[src/rtl/muldiv_seq_pkg.sv]
// Shared constants and types for the sequential multiply/divide unit.
// Op encodings, ALU control codes and the controller state enum.
package muldiv_seq_pkg;

  localparam int WIDTH = 32;

  localparam logic OP_MUL = 1'b0;
  localparam logic OP_DIV = 1'b1;

  localparam logic [2:0] ALU_ADD = 3'b000;
  localparam logic [2:0] ALU_SUB = 3'b001;

  typedef enum logic [1:0] {
    IDLE,
    RUN,
    DONE
  } state_e;

endpackage

[src/rtl/muldiv_seq_alu.sv]
// Add/subtract ALU shared by the multiply and divide iterations.
// Pure combinational; control selects the operation.
module muldiv_seq_alu
  import muldiv_seq_pkg::*;
(
  input  logic [WIDTH-1:0] a_i,
  input  logic [WIDTH-1:0] b_i,
  input  logic [2:0]       ctrl_i,
  output logic [WIDTH-1:0] y_o
);

  always_comb begin
    unique case (ctrl_i)
      ALU_SUB: y_o = a_i - b_i;
      default: y_o = a_i + b_i;
    endcase
  end

endmodule

[src/rtl/muldiv_seq.sv]
// Sequential 32-bit unsigned shift-add multiplier / restoring divider.
// One iteration per cycle, 32 iterations, all arithmetic via one ALU.
module muldiv_seq #(
  parameter int WIDTH = muldiv_seq_pkg::WIDTH
) (
  input  logic             CLK,
  input  logic             RST,
  input  logic             Start,
  input  logic             Op,
  input  logic [WIDTH-1:0] OpA,
  input  logic [WIDTH-1:0] OpB,
  output logic             Busy,
  output logic             Done,
  output logic [WIDTH-1:0] ResultLo,
  output logic [WIDTH-1:0] ResultHi,
  output logic             DivByZero
);
  import muldiv_seq_pkg::*;

  state_e           state_q;
  logic             op_q;
  logic [4:0]       cnt_q;
  logic [WIDTH-1:0] hi_q;
  logic [WIDTH-1:0] lo_q;
  logic [WIDTH-1:0] b_q;
  logic [WIDTH-1:0] res_lo_q;
  logic [WIDTH-1:0] res_hi_q;
  logic             dbz_q;

  logic [WIDTH-1:0] hi_d;
  logic [WIDTH-1:0] lo_d;
  logic [WIDTH-1:0] alu_a;
  logic [WIDTH-1:0] alu_y;
  logic [WIDTH-1:0] rem_sh;
  logic [WIDTH-1:0] sum;
  logic [2:0]       alu_ctrl;
  logic             div_run;
  logic             carry;
  logic             ge;

  assign div_run  = (state_q == RUN) && (op_q == OP_DIV);
  assign alu_ctrl = div_run ? ALU_SUB : ALU_ADD;
  assign rem_sh   = {hi_q[WIDTH-2:0], lo_q[WIDTH-1]};
  assign alu_a    = div_run ? rem_sh : hi_q;

  muldiv_seq_alu u_alu (
    .a_i   (alu_a),
    .b_i   (b_q),
    .ctrl_i(alu_ctrl),
    .y_o   (alu_y)
  );

  // hi holds Acc/Rem, lo holds multiplier/quotient, b holds mcand/divisor
  always_comb begin
    sum   = hi_q;
    carry = 1'b0;
    ge    = 1'b0;
    hi_d  = hi_q;
    lo_d  = lo_q;
    unique case (1'b1)
      (op_q == OP_DIV): begin
        ge   = hi_q[WIDTH-1] | (rem_sh >= b_q);
        hi_d = ge ? alu_y : rem_sh;
        lo_d = {lo_q[WIDTH-2:0], ge};
      end
      default: begin
        sum   = lo_q[0] ? alu_y : hi_q;
        carry = lo_q[0] & (alu_y < b_q);
        hi_d  = {carry, sum[WIDTH-1:1]};
        lo_d  = {sum[0], lo_q[WIDTH-1:1]};
      end
    endcase
  end

  always_ff @(posedge CLK or negedge RST) begin
    if (!RST) begin
      state_q  <= IDLE;
      op_q     <= OP_MUL;
      cnt_q    <= '0;
      hi_q     <= '0;
      lo_q     <= '0;
      b_q      <= '0;
      res_lo_q <= '0;
      res_hi_q <= '0;
      dbz_q    <= 1'b0;
    end else begin
      unique case (state_q)
        IDLE, DONE: begin
          state_q <= IDLE;
          if (Start) begin
            op_q  <= Op;
            cnt_q <= '0;
            dbz_q <= 1'b0;
            hi_q  <= '0;
            lo_q  <= (Op == OP_DIV) ? OpA : OpB;
            b_q   <= (Op == OP_DIV) ? OpB : OpA;
            if (Op == OP_DIV && OpB == '0) begin
              state_q  <= DONE;
              res_lo_q <= '1;
              res_hi_q <= OpA;
              dbz_q    <= 1'b1;
            end else begin
              state_q <= RUN;
            end
          end
        end
        RUN: begin
          hi_q  <= hi_d;
          lo_q  <= lo_d;
          cnt_q <= cnt_q + 5'd1;
          if (cnt_q == 5'd31) begin
            state_q  <= DONE;
            res_lo_q <= lo_d;
            res_hi_q <= hi_d;
          end
        end
        default: state_q <= IDLE;
      endcase
    end
  end

  assign Busy      = (state_q == RUN);
  assign Done      = (state_q == DONE);
  assign ResultLo  = res_lo_q;
  assign ResultHi  = res_hi_q;
  assign DivByZero = dbz_q;

endmodule
[config.mk]
export PLATFORM = sky130hd
export DESIGN_NAME = muldiv_seq
export DESIGN_NICKNAME = d
export VERILOG_FILES = /design/src/rtl/muldiv_seq_pkg.sv /design/src/rtl/muldiv_seq_alu.sv /design/src/rtl/muldiv_seq.sv
export SDC_FILE = /design/constraint.sdc
export NUM_CORES = 1
export LEC_CHECK = 0
export ABC_CLOCK_PERIOD_IN_PS = 6800
export CAP_MARGIN = 20
export CORE_MARGIN = 2
export CORE_UTILIZATION = 38
export CTS_CLUSTER_DIAMETER = 120
export DETAILED_ROUTE_END_ITERATION = 8
export GPL_TIMING_DRIVEN = 0
export SLEW_MARGIN = 20
export SYNTH_ARGS = -nofsm -noshare
export SYNTH_HDL_FRONTEND = slang
export SYNTH_SLANG_ARGS = --single-unit
[constraint.sdc]
create_clock -name CLK -period 6.8 [get_ports CLK]
set_input_delay 1.7 -clock CLK [delete_from_list [all_inputs] [get_ports CLK]]
set_output_delay 1.7 -clock CLK [all_outputs]
set_load 0.005 [all_outputs]
==> results of run 1 <==
==> routing by layer <==
| metal | up-vias | share of wire, % | track usage [%] |
|---|---|---|---|
| met5 | - | 0 | 0 |
| met4 | 0 | 2.6 | 8.41 |
| met3 | 72 | 6.3 | 3.56 |
| met2 | 462 | 47 | 45.2 |
| met1 | 6270 | 45 | 36.3 |
| li1 | 6093 | - | - |
==> final cells by class <==
type                       count  area share, %
multi-input combinational   1285           53.0
sequential                   169           27.1
timing repair buffer         136           8.97
tap                          448           3.59
clock buffer                  18           2.81
buffer                        96           2.38
inverter                      51           1.23
clock inverter                13          0.921
==> kinds of logic after synthesis <==
group,count (synthesis),share of synthesized area [%]
simple gates,534,18.3
compound gates,494,23.7
mux,100,7.76
fa+ha+maj,99,9.55
buf+inv,149,4.35
xor+xnor,58,3.89
flops,169,32.4
==> worst max path at each step <==
stage	slack, ps	end	depth (start not counted)	startpoint
finish	340	ResultHi[31]	25	b_q[4]
global route	10	ResultHi[31]	25	b_q[4]
CTS	50	ResultHi[31]	24	op_q
detailed placement	-230	ResultHi[31]	24	op_q
global placement	-3120	hi_q[27]	1	RST
floorplan	1760	ResultHi[31]	25	b_q[9]
==> placed cells by master, fill, tap and decap left out, drive strengths merged, types with 20 or more instances in the layout <==
| cell | Yosys | routed |
|---|---|---|
| clkdlybuf4s50 | 0 | 133 |
| a211oi | 60 | 60 |
| inv | 50 | 54 |
| nor2b | 44 | 44 |
| clkbuf | 78 | 94 |
| a21oi | 146 | 146 |
| ha | 98 | 98 |
| o21ai | 123 | 123 |
| nand2 | 271 | 271 |
| xnor2 | 51 | 51 |
| buf | 20 | 23 |
| a31oi | 24 | 24 |
| dfrtp | 169 | 169 |
| mux2i | 91 | 91 |
| a21o | 35 | 35 |
| nand3 | 20 | 20 |
| nor2 | 106 | 106 |
==> timing repair <==
item,4_1_cts,5_1_grt
resized for setup,3,4
endpoints found under the setup margin,2,2
pin swaps,0,0
==> cell usage after synthesis (4+ instances only) <==
cell type / n / area (um^2)
nand2_1: 271 / 1020
dfrtp_1: 169 / 4230
a21oi_1: 146 / 731
o21ai_0: 123 / 616
nor2_1: 106 / 398
ha_1: 98 / 1230
mux2i_1: 91 / 911
clkbuf_1: 78 / 293
a211oi_1: 60 / 450
xnor2_1: 51 / 447
inv_1: 50 / 188
nor2b_1: 44 / 275
a21o_1: 35 / 263
a31oi_1: 24 / 150
nand3_1: 20 / 100
nand4_1: 18 / 113
o211ai_1: 18 / 135
nor4_1: 16 / 100
buf_1: 15 / 56.3
and3_1: 13 / 81.3
nor3_1: 13 / 65.1
o21a_1: 10 / 75.1
a211o_1: 9 / 78.8
mux2_2: 9 / 101
o31ai_1: 9 / 67.6
or2_2: 7 / 43.8
xor2_1: 7 / 61.3
and2_1: 6 / 37.5
or3_1: 6 / 37.5
a21boi_0: 5 / 37.5
nand2b_1: 5 / 31.3
a2111oi_0: 4 / 35.0
a22o_1: 4 / 35.0
buf_2: 4 / 20.0
o21bai_1: 4 / 30.0
==> critical path: cells and delay by family, from the launching register on <==
family / cells / cell delay (ps)
simple gates: 9 / 2610
flops: 1 / 480
xor+xnor: 1 / 150
compound gates: 11 / 2060
buf+inv: 2 / 360
fa+ha+maj: 2 / 660
==> flip-flops by register name (all words and copies together), names as in the netlist <==
register	flops
cnt_q	5
op_q	1
DivByZero	1
state_q	2
ResultLo	32
hi_q	32
lo_q	32
ResultHi	32
b_q	32
==> through the flow <==
stage	instance area [um^2]	std cells	util, %	hold slack (ps)	TNS [ps]
3_3_place_gp	15000	2185	44.4	464	-523630
2_1_floorplan	13100	1603	-	449	0
5_1_grt	15600	2216	46.3	519	0
6_report	15600	2216	46.3	498	0
3_5_place_dp	15000	2187	44.5	472	-430
4_1_cts	15600	2217	46.3	485	0
==> flow_metrics.env, run 1 <==
export IMPL_drt_first_iter_violations=1031
export IMPL_relSlewSlack_pct=27.1
export IMPL_critPathMaxStageDelay_ps=600
export IMPL_crit_path_end_kind="flop"
export IMPL_rsz0062_at_grt="no"
export IMPL_cts_hold_buf=0
export IMPL_slew_viol_final=0
export IMPL_synth_cell_types=67
export IMPL_antenna_found_initial=0
export IMPL_cts_tree="built"
export IMPL_cts_sinks=169
export IMPL_async_reset_ff_share_pct=100
export IMPL_firstDrtPassIters=6
export IMPL_clk_pin_slew_ps=60
export IMPL_layout_drive_gt1_share_pct=3.85
export IMPL_synth_fp_nets=1770
export IMPL_n_antenna_cell=0
export IMPL_worst_path_most_repeated_cell="a21oi_1"
export IMPL_multi_input_area_mm2=0.00828
export IMPL_rr_endpoint="ResultHi[31]"
export IMPL_row_count=67
export IMPL_holdPathStages=1
export IMPL_fmax_mhz=155
export IMPL_ff2ff_path_depth=25
export IMPL_overflow=0
export IMPL_synth_edf_count=0
export IMPL_cp_required_ps=7100
export IMPL_holdCritPathClass="reg -> reg"
export IMPL_cp_slowest_cell="o211ai_1"
export IMPL_critPathMaxFanout=10
export IMPL_cts_root_buf="clkbuf_16"
export IMPL_final_nets=1923
export IMPL_ys_seq_elements=169
export IMPL_dieArea_mm2=0.0358
export IMPL_ys_flop_type="dfrtp_1"
export IMPL_detailedPlace_worstSlack_ps=-231
export IMPL_cp_start_kind="flop"
export IMPL_drc_errors=0
export IMPL_setup_violations=0
export IMPL_die_height_um=189
export IMPL_cts_setup_buffers=0
export IMPL_io_buffer_count=134
export IMPL_grt_pass1_vias=12700
export IMPL_min_period_ps=6460
export IMPL_htree_levels=4
export IMPL_hpwl_mm=39.4
export IMPL_ctsLongestPathBuffers=2
export IMPL_io_pins=135
export IMPL_worstReg2RegStart="b_q[4]"
export IMPL_cts_buffers=17
export IMPL_clk_latency_ps=440
export IMPL_gp_congestion=0.942
export IMPL_setup_slack_ps=335
export IMPL_r2r_slack_ps=340
export IMPL_vias=12900
export IMPL_clock_skew_ps=10.4
export IMPL_vias_per_cell=5.82
export IMPL_die_w_um=189
export IMPL_syn_area_mm2=0.0131
export IMPL_core_area_mm2=0.0337
export IMPL_wl_mm=49.2
export IMPL_fin_crit_sh_pct=95.1
export IMPL_ant_nets=0
export IMPL_syn_area_per_cell_um2=8.14
export IMPL_grt_max_degree=91
export IMPL_fillerInstances=3372
export IMPL_hold_end="DivByZero"
export IMPL_status="complete, no violations"
export IMPL_syn2layout_area_growth_pct=19.6
export IMPL_grt_usage_pct=27.0
export IMPL_hold_viol=0
export IMPL_hold_start="DivByZero"
export IMPL_ys_warn_count=0
export IMPL_syn_inst=1603
export IMPL_start_util_pct=38.7
export IMPL_seq_area_mm2=0.00423
export IMPL_path_class="reg -> reg"
export IMPL_grt_pass1_wl_mm=74.6
export IMPL_drv_cap=0
export IMPL_wl_per_cell_um=22.2
export IMPL_tightest_slew_ps=1090
export IMPL_yosysSeqAreaShare_pct=32.4
export IMPL_arrival_ps=6770
Power of run 1 is not shown: default switching activity piles up to over one toggle a cycle in this logic, so the estimate is an artifact.
==> run 2: changes to the inputs <==
- CORE_MARGIN: 2 -> default
==> run 2 against run 1 <==
Effect of this change:
- via count is 0.38% lower
- hold slack lost 2.4 ps
- clock skew increased by 1.6 ps
- die area down 2.1%
- worst setup slack improved by 130 ps
- register-to-register slack better by 130 ps
- clock-buffer cell count unchanged
- global-route usage rose by 0.83 points
- critical endpoint unchanged
- flip-flop and latch count unchanged
- critical path depth unchanged
- fmax is 2.0% higher
==> flow_metrics.env, run 2 (synthesized netlist as in run 1, its figures left out) <==
export IMPL_wl_per_cell_um=22.1
export IMPL_layout_drive_gt1_share_pct=4.01
export IMPL_clock_skew_ps=12.0
export IMPL_status="complete, no violations"
export IMPL_ctsLongestPathBuffers=2
export IMPL_worst_path_most_repeated_cell="a21oi_1"
export IMPL_hold_viol=0
export IMPL_seq_area_mm2=0.00423
export IMPL_holdPathStages=2
export IMPL_gp_congestion=0.955
export IMPL_fmax_mhz=158
export IMPL_hpwl_mm=39.4
export IMPL_rsz0062_at_grt="no"
export IMPL_r2r_slack_ps=460
export IMPL_antenna_found_initial=0
export IMPL_fillerInstances=3396
export IMPL_place_area_mm2=0.0150
export IMPL_vias=12800
export IMPL_vias_per_cell=5.80
export IMPL_n_antenna_cell=0
export IMPL_htree_levels=4
export IMPL_design_area_mm2=0.0157
export IMPL_final_nets=1923
export IMPL_hold_end="ResultHi[13]"
export IMPL_final_cell_mix="nand2_1 (270), dfrtp_1 (169), a21oi_1 (146)"
export IMPL_grt_pass1_vias=12900
export IMPL_final_common_cell="nand2_1"
export IMPL_cts_buffers=17
export IMPL_cts_sinks=169
export IMPL_cp_start_kind="flop"
export IMPL_crit_path_end_kind="flop"
export IMPL_clk_pin_slew_ps=70
export IMPL_row_count=67
export IMPL_die_w_um=187
export IMPL_start_util_pct=38.7
export IMPL_multi_input_area_mm2=0.00828
export IMPL_utilization_pct=46.5
export IMPL_slew_viol_final=0
export IMPL_drv_cap=0
export IMPL_rr_endpoint="ResultHi[31]"
export IMPL_syn2layout_area_growth_pct=20.0
export IMPL_holdCritPathClass="reg -> reg"
export IMPL_ant_nets=0
export IMPL_grt_usage_pct=27.8
export IMPL_io_pins=135
export IMPL_path_class="reg -> reg"
export IMPL_dieArea_mm2=0.0351
export IMPL_ff2ff_path_depth=25
export IMPL_firstDrtPassIters=5
export IMPL_io_buffer_count=134
export IMPL_cts_root_buf="clkbuf_16"
export IMPL_overflow=0
export IMPL_setup_violations=0
export IMPL_cts_hold_buf=0
export IMPL_cp_slowest_cell="or4_1"
export IMPL_cts_tree="built"
export IMPL_worstReg2RegStart="b_q[4]"
export IMPL_grt_max_degree=86
export IMPL_wl_mm=49.0
export IMPL_core_area_mm2=0.0337
export IMPL_min_period_ps=6340
export IMPL_critPathMaxFanout=10
export IMPL_drc_errors=0
export IMPL_critPathMaxStageDelay_ps=520
export IMPL_hold_start="ResultHi[13]"
export IMPL_cp_required_ps=7090
export IMPL_relSlewSlack_pct=30.3
export IMPL_grt_pass1_wl_mm=75.4
export IMPL_arrival_ps=6630
export IMPL_tightest_slew_ps=1050
export IMPL_clk_latency_ps=430
export IMPL_fin_crit_sh_pct=93.2
export IMPL_die_height_um=187
export IMPL_drt_first_iter_violations=1069
[run 2: cell types whose count changed in the layout (fill, tap and decap cells not counted)]
cell	previous run	this run
buf_1	15	14
a211oi_1	59	58
inv_8	1	3
clkinv_4	3	2
buf_4	1	2
buf_16	2	1
a211oi_2	1	2
clkinv_2	4	1
clkbuf_2	2	4
xnor2_1	50	51
bufinv_16	2	4
clkinvlp_4	0	1
clkbuf_1	74	73
xnor2_2	1	0
[run 2: final cells by class]
cell class	count	share of cell area (%)
Sequential cell	169	27.0
Tap cell	448	3.58
Inverter	51	1.22
Timing Repair Buffer	136	8.82
Multi-Input combinational cell	1285	52.8
Clock inverter	14	1.34
Clock buffer	18	2.80
Buffer	96	2.39
[run 2: metal layers]
layer	wire length (um)	track usage, %
met5	0	0
met4	1520	10.2
met3	3030	3.10
met2	22500	46.1
met1	21900	37.4
[run 2: worst max-delay path by stage]
stage                    start  slack, ps           end
finish                  b_q[4]        460  ResultHi[31]
global route            b_q[4]         40  ResultHi[31]
global placement           RST      -3140      hi_q[27]
floorplan               b_q[9]       1760  ResultHi[31]
CTS                 state_q[0]         80  ResultHi[31]
detailed placement        op_q       -170  ResultHi[31]
[run 2: stage by stage]
step	setup WS, ps	cells	hold slack, ps	setup TNS (ps)
final	461	2217	495	0
after global routing	35.6	2217	527	0
after CTS	79.8	2217	495	0
after detailed placement	-169	2186	477	-282
after global placement	-3140	2185	467	-528500
after floorplan	1760	1603	449	0
[run 2: critical path: cells and delay by family (launching register included)]
| family | cells | cell delay [ps] |
|---|---|---|
| AOI/OAI and AO/OA | 11 | 1910 |
| and+or+nand+nor | 9 | 2590 |
| adders and majority gates | 2 | 610 |
| xor gates and xnor gates | 1 | 220 |
| DFF | 1 | 490 |
| buffers and inverters | 2 | 380 |
[run 2: what timing repair did]
item,4_1_cts,5_1_grt
gates resized for setup,3,5
pin swaps,0,1
endpoints found under the setup margin,2,2
setup buffers,0,1
endpoints found under the hold margin,0,0
Power of run 2 is left out for the same reason.
==> variant, RTL diff (settings of run 1) <==
The package constant `WIDTH` goes from 32 to 64.
--- a/src/rtl/muldiv_seq_pkg.sv
+++ b/src/rtl/muldiv_seq_pkg.sv
@@ -4,3 +4,3 @@
 
-  localparam int WIDTH = 32;
+  localparam int WIDTH = 64;
 
Ports: changed (resized OpA, OpB, ResultHi and ResultLo); port bits go from 135 to 263. The function was not compared with the original's and may differ.
==> variant against run 1 <==
- wire length rose by 150%
- synthesized cell count is 100% higher
- utilization grew 0.14 points
- sequential cell count increased by 160
- final area grew 100%
- worst setup slack got worse by 0.23 ns
- global-route usage grew 6.3 points
- synthesized area rose by 100%
Power is not shown: default switching activity piles up to over one toggle a cycle in this logic, so the estimate is an artifact.
==> variant: results (changes against run 1) <==
metric	value	unit	change
final_nets	3921		+100%
r2r_start	op_q$_DFFE_PN0P_		
fin_util	46.5	%	+0.14 points
fin_hold_ws	0.482	ns	-0.0158 ns
cp_slowest_cell	dfrtp_2		
track_usage	33.3	%	+6.3 points
antenna_cells	1		+1
synth_commonest_cells	nand2_1 (579), dfrtp_1 (329), o21ai_0 (301), a21oi_1 (247), nor2_1 (217)		
ff2ff_setup_slack	0.11	ns	-0.23 ns
grt_pass1_vias	25900		+100%
post-place-ws	-1.85	ns	-1.62 ns
via_per_inst	6.03		+3.7%
multi_input_gates	2643		+110%
wl_per_cell	26.8	um	+21%
dp_hpwl	100	mm	+150%
ys_top_cells_by_area	dfrtp_1 (31%), ha_1 (9.3%), nand2_1 (8.2%)		
multi_input_area	0.0173	mm^2	+110%
ys_ff_latch	329		+95%
clk_share	3.33	%	-0.40 points
fin_skew	0.0135	ns	+0.00315 ns
status	completed		
fillers	6879		+100%
grt_max_degree	92		+1.1%
buf_share	11.6	%	+0.20 points
dpl_cell_area	0.0303	mm^2	+100%
clk_latency	0.59	ns	+0.15 ns
cts_max_path_buffers	3		+1
antenna_found_initial	3		+3
cp_top_family	compound AO/OA/AOI/OAI gates		
crit_path_start	op_q$_DFFE_PN0P_		
netlist_instances	3286		+100%
tightest_slew	1.25	ns	+0.161 ns
num_vias	27400		+110%
buffers	484		+110%
grt_pass1_wl	176	mm	+140%
numCtsBuffers	30		+13
htree_num_levels	1		-3
seq_area_frac_synth	31.2	%	-1.2 points
final_layout_size_suffix_gt1_share	5.98	%	+2.1 points
fin_crit	6.69	ns	+0.230 ns
clock_buffers	38		+20
hold_end	ResultHi[14]$_DFFE_PN0P_		
max_stage_delay	0.51	ns	-0.09 ns
ys_types	87		+30%
synthesis.nets	3614		+100%
tap_cells	931		+110%
inverters	105		+110%
==> variant: changes by cell type after synthesis, moves of 60 or more <==
cell	change
a21oi_1	+101
a31oi_1	+60
clkbuf_1	+89
dfrtp_1	+160
ha_1	+97
mux2i_1	+118
nand2_1	+308
nor2_1	+111
o21ai_0	+178
==> variant: metal layers <==
layer	routed length, um	up-vias	GRT usage (%)
li1	-	12500	-
met1	52300	13200	46.5
met2	52300	1421	50.8
met3	11100	273	5.27
met4	6240	2	14.6
met5	12	-	0
==> variant: what timing repair did <==
item                       in CTS  in global routing
pin swaps                       9                  6
setup buffers                   9                 10
resized for setup              59                 55
setup endpoints to repair      40                  2
==> variant: cells by family after synthesis <==
group	share of synthesized area (%)
simple gates	18.8
compound gates	24.0
flops	31.2
buf+inv	4.61
mux	8.28
fa+ha+maj	9.33
xor+xnor	3.69
